[config.mk]
export PLATFORM = sky130hd
export DESIGN_NAME = damage_scheduler_flat
export DESIGN_NICKNAME = d
export VERILOG_FILES = /design/src/rtl/damage_if.sv /design/src/rtl/damage_scheduler.sv /design/src/flat_wrapper.sv
export SDC_FILE = /design/constraint.sdc
export NUM_CORES = 1
export LEC_CHECK = 0
export CORE_ASPECT_RATIO = 0.75
export CORE_MARGIN = 10
export CORE_UTILIZATION = 49
export DETAILED_ROUTE_END_ITERATION = 12
export MAX_ROUTING_LAYER = met4
export PLACE_DENSITY = 0.71
export RECOVER_POWER = 100
export SETUP_SLACK_MARGIN = 0.02
export SYNTH_ARGS = -nofsm -noshare
export SYNTH_HDL_FRONTEND = slang
export SYNTH_SLANG_ARGS = --single-unit
export TNS_END_PERCENT = 30
[constraint.sdc]
create_clock -name clk -period 4.7 [get_ports clk]
set_input_delay 0.94 -clock clk [delete_from_list [all_inputs] [get_ports clk]]
set_output_delay 0.94 -clock clk [all_outputs]
set_load 0.005 [all_outputs]
[src/rtl/damage_if.sv]
// Hit/heal request bus between game-logic requesters and the damage scheduler.
interface damage_if #(
  parameter int N_SRC = 4
);
  logic [N_SRC-1:0]   hit_req;
  logic [2*N_SRC-1:0] hit_dmg;
  logic               heal_req;
  logic [N_SRC-1:0]   hit_ack;
  logic [3:0]         health;
  logic               invuln;
  logic               flash;
  logic               die;

  modport master (
    output hit_req, hit_dmg, heal_req,
    input  hit_ack, health, invuln, flash, die
  );

  modport slave (
    input  hit_req, hit_dmg, heal_req,
    output hit_ack, health, invuln, flash, die
  );
endinterface

[src/rtl/damage_scheduler.sv]
// Health/damage controller: round-robin hit arbitration, tick-timed invulnerability window,
// heal handling and an absorbing DEAD state.
//
// state     | meaning
// ----------+------------------------------------------------------------
// ST_ALIVE  | accepts one hit per grant (round-robin), heals allowed
// ST_INVULN | all hits absorbed without damage, counts down game ticks
// ST_DEAD   | health 0, absorbs all hits, ignores heals until reset
module damage_scheduler #(
  parameter int N_SRC        = 4,
  parameter int HP_MAX       = 10,
  parameter int TICK_DIV     = 1000000,
  parameter int INVULN_TICKS = 50
) (
  input logic     clk,
  input logic     rst,
  damage_if.slave bus
);

  localparam int PW = (TICK_DIV > 1) ? $clog2(TICK_DIV) : 1;
  localparam int IW = $clog2(INVULN_TICKS + 1);
  localparam int SW = (N_SRC > 1) ? $clog2(N_SRC) : 1;

  localparam logic [3:0] HP_TOP = 4'(HP_MAX);

  localparam logic [1:0] ST_ALIVE  = 2'd0;
  localparam logic [1:0] ST_INVULN = 2'd1;
  localparam logic [1:0] ST_DEAD   = 2'd2;

  logic [1:0]       state;
  logic [PW-1:0]    pre_cnt;
  logic             tick;
  logic [IW-1:0]    inv_cnt;
  logic [SW-1:0]    ptr;
  logic [3:0]       health;
  logic [N_SRC-1:0] ack;
  logic             flash_q;

  logic             grant_valid;
  logic [SW-1:0]    grant_idx;
  logic [SW-1:0]    ptr_next;
  logic [1:0]       dmg_sel;
  logic [3:0]       dmg;
  logic [3:0]       hp_hit;
  logic [3:0]       hp_heal;

  assign tick = (pre_cnt == PW'(TICK_DIV - 1));

  // Walk offsets from the far end down so the lowest offset from ptr wins.
  always_comb begin
    grant_valid = 1'b0;
    grant_idx   = '0;
    for (int k = N_SRC - 1; k >= 0; k--) begin
      if (bus.hit_req[(int'(ptr) + k) % N_SRC]) begin
        grant_valid = 1'b1;
        grant_idx   = SW'((int'(ptr) + k) % N_SRC);
      end
    end
  end

  always_comb begin
    ptr_next = (grant_idx == SW'(N_SRC - 1)) ? '0 : grant_idx + SW'(1);
    dmg_sel  = bus.hit_dmg[2*int'(grant_idx) +: 2];
    dmg      = (dmg_sel == 2'd0) ? 4'd1 : {2'b00, dmg_sel};
    hp_hit   = (health > dmg) ? health - dmg : 4'd0;
    hp_heal  = (health >= HP_TOP) ? HP_TOP : health + 4'd1;
  end

  always_ff @(posedge clk) begin
    if (rst) begin
      state   <= ST_ALIVE;
      pre_cnt <= '0;
      inv_cnt <= '0;
      ptr     <= '0;
      health  <= HP_TOP;
      ack     <= '0;
      flash_q <= 1'b0;
    end else begin
      pre_cnt <= tick ? '0 : pre_cnt + PW'(1);
      ack     <= '0;
      case (state)
        ST_ALIVE: begin
          if (grant_valid) begin
            health <= hp_hit;
            ack    <= N_SRC'(1) << grant_idx;
            ptr    <= ptr_next;
            if (hp_hit == 4'd0) begin
              state <= ST_DEAD;
            end else begin
              state   <= ST_INVULN;
              inv_cnt <= IW'(INVULN_TICKS);
            end
          end else if (bus.heal_req) begin
            health <= hp_heal;
          end
        end
        ST_INVULN: begin
          ack <= bus.hit_req;
          if (bus.heal_req) health <= hp_heal;
          if (tick) begin
            if (inv_cnt == IW'(1)) begin
              state   <= ST_ALIVE;
              inv_cnt <= '0;
              flash_q <= 1'b0;
            end else begin
              inv_cnt <= inv_cnt - IW'(1);
              flash_q <= ~flash_q;
            end
          end
        end
        ST_DEAD: begin
          ack     <= bus.hit_req;
          health  <= 4'd0;
          flash_q <= 1'b0;
        end
        default: begin
          state   <= ST_ALIVE;
          flash_q <= 1'b0;
        end
      endcase
    end
  end

  assign bus.hit_ack = ack;
  assign bus.health  = health;
  assign bus.invuln  = (state == ST_INVULN);
  assign bus.die     = (state == ST_DEAD);
  assign bus.flash   = flash_q;

endmodule

[src/flat_wrapper.sv]
// flat-port wrapper written by rule: the top's interface ports become plain ports
module damage_scheduler_flat 
#(
  parameter int N_SRC        = 4,
  parameter int HP_MAX       = 10,
  parameter int TICK_DIV     = 1000000,
  parameter int INVULN_TICKS = 50
)
  (clk, rst, bus_hit_req, bus_hit_dmg, bus_heal_req, bus_hit_ack, bus_health, bus_invuln, bus_flash, bus_die);
  damage_if #(.N_SRC(N_SRC)) bus_i ();
  input logic clk;
  input logic rst;
  input wire logic [$bits(bus_i.hit_req)-1:0] bus_hit_req;
  input wire logic [$bits(bus_i.hit_dmg)-1:0] bus_hit_dmg;
  input wire logic [$bits(bus_i.heal_req)-1:0] bus_heal_req;
  output wire logic [$bits(bus_i.hit_ack)-1:0] bus_hit_ack;
  output wire logic [$bits(bus_i.health)-1:0] bus_health;
  output wire logic [$bits(bus_i.invuln)-1:0] bus_invuln;
  output wire logic [$bits(bus_i.flash)-1:0] bus_flash;
  output wire logic [$bits(bus_i.die)-1:0] bus_die;
  assign bus_i.hit_req = bus_hit_req;
  assign bus_i.hit_dmg = bus_hit_dmg;
  assign bus_i.heal_req = bus_heal_req;
  assign bus_hit_ack = bus_i.hit_ack;
  assign bus_health = bus_i.health;
  assign bus_invuln = bus_i.invuln;
  assign bus_flash = bus_i.flash;
  assign bus_die = bus_i.die;
  damage_scheduler #(.N_SRC(N_SRC), .HP_MAX(HP_MAX), .TICK_DIV(TICK_DIV), .INVULN_TICKS(INVULN_TICKS)) u_core (.clk(clk), .rst(rst), .bus(bus_i));
endmodule
==> results by group <==
Yosys
  – Largest area contributor in the netlist: dfxtp_1
  – Mapped Cells: ~300
  – Synthesized Nets: 330
  – Synthesized area: 0.00247 mm^2
  – Seq/Total Area, Yosys: between 30% and 40%
  – Top cell type's share of synthesized area: between 30% and 40%
  – Fraction of registers with async set/reset: 0%
  – EDFF count, synth: 0
  – Main synth FF type: dfxtp_1
  – Netlist cell types: between 60 and 70
  – Synth warn: 0
  – Seq cells post-synth: 39
  – Avg Cell Area, Syn: slightly above 8 um^2
  – Synth top area cells: dfxtp_1, ha_1, nor2_1

Power and ir drop
  – Sw power: about 660 uW
  – Combinational Power Share: a little under three fifths
  – Max rail drop VDD: 0.000317 V
  – Sequential share of power: a little under a third
  – P_int: around 900 uW
  – Clock power share: between 10% and 20%
  – Total power: roughly 1600 uW
  – Cell Pwr Density: ~540 mW/mm^2
  – Sw frac: 42.5%
  – Leak: between 0.001 and 0.0015 uW

Clock network
  – Htree depth: 2
  – Clk buf depth: 2
  – Clk slew on worst S/H paths: 0.08 ns
  – Postcts setup bufs: 0
  – Clock Sinks: 39
  – Clock root buffer: clkbuf_8
  – Clock buffer count from CTS: 5
  – Resized Gates After CTS: 0
  – Post-CTS Hold Buffers: 0
  – CTS tree: yes
  – Worst-Skew Late Latency: ~0.3 ns

Place
  – Setup WS pre-CTS: -0.0700 ns
  – Placed cell count: 380
  – RD Place Congestion: between 0.9 and 1
  – I/O Buffers: 25
  – Final HPWL DP: ~4400 um

Setup path
  – FF-to-FF setup slack: approximately 1.1 ns
  – Worst R2R Start: u_core.ptr[1]
  – Worst r2r dst: u_core.inv_cnt[5]
  – Crit path max fanout: 8
  – CP required: 4.88 ns
  – Critical path type: input pin to flip-flop
  – CP startpoint kind: input pin
  – CP endpoint kind: flip-flop
  – Beginning of the critical path: bus_hit_req[2]
  – CP Data Arrival Time: roughly 4.6 ns
  – Worst reg2reg path depth: 12

Routing
  – Detail Route Antenna Nets: 0
  – Initial drt markers: between 150 and 200
  – First-pass detailed-route iteration total: 5
  – Vias after detailed routing: roughly 2200
  – Vias per cell: just under 6
  – WL per Instance: roughly 15 um
  – Remaining DRCs: 0
  – Total Routed Length: around 5700 um

Timing
  – Tightest Pin Transition: between 1 and 1.5 ns
  – Number of endpoints failing setup at the final stage: 0
  – F_max: roughly 230 MHz
  – Post-route setup slack: 0.315 ns
  – Rel. slew slack: 15.0%
  – Hold violation count in the final report: 0
  – Final Critical Period: approximately 4.4 ns
  – Layout Skew: about 0.0072 ns
  – Slew Limit Fails: 0
  – RSZ-0062 raised after global routing: no
  – Setup TNS Final: 0 ns
  – Final period util: between 90 and 100%

Job
  – Max_cap viols: 0

Cells and area
  – Core Util, Final: between 50% and 60%
  – FF/Latch Area: 781 um^2
  – Multi-input gate area: between 0.0015 and 0.002 mm^2
  – Final nets: 359
  – Layout area overhead: 16.7%
  – Antenna Cells: 0
  – Filler cell count in the final layout: roughly 460
  – Share of cells above drive strength 1: roughly 7.6%
  – Final Instance Count excl. Fillers: 388

Global route
  – First-pass GRT wire length: about 9500 um
  – Total global-route track usage: between 10 and 15%
  – Initial antenna violation count: 0
  – Vias in the first global route: between 1500 and 2000
  – GRT Residual Overflow: 0
  – Largest net degree at the start of global routing: 19

Min path
  – Min-delay src: u_core.pre_cnt[0]
  – Hold Path End: u_core.pre_cnt[0]
  – Hold Crit Class: flip-flop to flip-flop
  – WHS Path Cells: 1

Floorplan
  – Core box area: 0.00490 mm^2
  – DIE AREA: ~0.0083 mm^2
  – FP Rows: 22
  – Initial Util: between 50 and 60%
  – Die X: between 100 and 150 um
  – Ports: 26
  – Die H: between 80 and 90 um

Run status
  – Status: finished, final reports clean
-- sequential cells by signal, indices dropped and copies added (netlist names) --
| register | cells |
|---|---|
| u_core.bus.flash | 1 |
| u_core.bus.health | 4 |
| u_core.pre_cnt | 20 |
| u_core.bus.hit_ack | 4 |
| u_core.inv_cnt | 6 |
| u_core.ptr | 2 |
| u_core.state | 2 |
-- layout by cell type, fill, tap and decap left out, types with 2 or more instances in the layout --
cell and instances:
or2b_1 2, o32ai_1 4, clkbuf_8 5, nand2_1 24
o2111ai_1 2, o21ai_0 6, a21oi_1 11, clkbuf_1 2
nor2b_1 4, a211oi_1 9, nor2_1 31, inv_1 16
dlygate4sd3_1 12, a22oi_1 5, nor3_1 11, buf_4 6
o21ai_1 2, or2_1 2, mux2i_1 2, a21o_1 4
a211o_1 2, xnor2_1 6, nand3_1 13, clkdlybuf4s50_1 13
dfxtp_1 39, nor4_1 7, xor2_1 12, a31oi_1 4
or3_1 3, nand2b_1 4, and3_1 6, nand4_1 5
inv_2 2, ha_1 16
-- cells by family after synthesis --
family,after synthesis,share of synthesized area [%]
DFF,39,31.5
adders and majority gates,17,8.90
xor gates and xnor gates,18,6.37
AOI/OAI and AO/OA,66,19.4
muxes,3,1.26
and+or+nand+nor,127,27.7
buffers and inverters,28,4.80
-- layer usage --
| layer | part of all wire (%) | global-route usage (%) | wire length [um] |
|---|---|---|---|
| met2 | 40 | 19.6 | 2250 |
| met4 | 0.81 | 3.79 | 46 |
| met5 | 0 | - | 0 |
| met1 | 54 | 20.7 | 3080 |
| met3 | 5.0 | 2.94 | 282 |
-- cell type report --
type	instances	area share, %
well taps	60	2.60
repair buffers	32	10.4
inverters	18	2.34
clock buffers	6	2.51
clock inverters	2	0.433
flip-flops and latches	39	27.0
multi-input cells	231	54.7
-- power by group through the flow --
stage,sequential (uW),combinational (uW),clock [uW]
CTS,468,872,229
global route,479,973,247
floorplan,446,628,0
detailed placement,475,867,0
finish,470,870,224
global placement,474,856,0
-- cells in the mapped netlist (all sizes together), types with 2 or more instances --
cell type,n
nor4,8
inv,18
nand2b,4
nor3,11
a21oi,11
a211oi,11
and3,7
a21o,4
or3b,2
ha,16
a211o,2
nand3,14
xor2,12
o32ai,4
and2,2
nor2b,4
o2111ai,2
a22oi,5
nor2,32
dfxtp,39
or3,3
or2b,2
o21ai,8
or2,2
clkbuf,9
xnor2,6
mux2i,2
nand4,5
nand2,24
a31oi,4
-- how the worst max path moves through the flow --
stage	endpoint	slack, ns	cells after the start
floorplan	u_core.inv_cnt[1]	0.58	12
global placement	u_core.inv_cnt[5]	0.13	13
detailed placement	u_core.inv_cnt[5]	-0.07	13
CTS	u_core.inv_cnt[5]	0.27	13
global route	u_core.inv_cnt[5]	0.02	14
finish	u_core.inv_cnt[5]	0.31	14
-- critical path: stages --
cell             delay, ns
clkdlybuf4s50_1       0.42
nor2b_1               0.17
a21o_1                0.19
a211oi_4              0.37
inv_2                 0.10
and3_1                0.19
a221o_1               0.30
ha_1                  0.22
fa_1                  0.42
nand2b_1              0.20
and2_0                0.19
o22a_1                0.27
and2_1                0.20
a2111oi_0             0.39
-- metrics by stage --
step,cell area (um^2),hold slack (ns)
2_1_floorplan,2470,0.430
3_3_place_gp,2800,0.445
3_5_place_dp,2800,0.449
4_1_cts,2890,0.468
5_1_grt,2890,0.497
6_report,2890,0.463
Power figures use the tool's default switching activity.
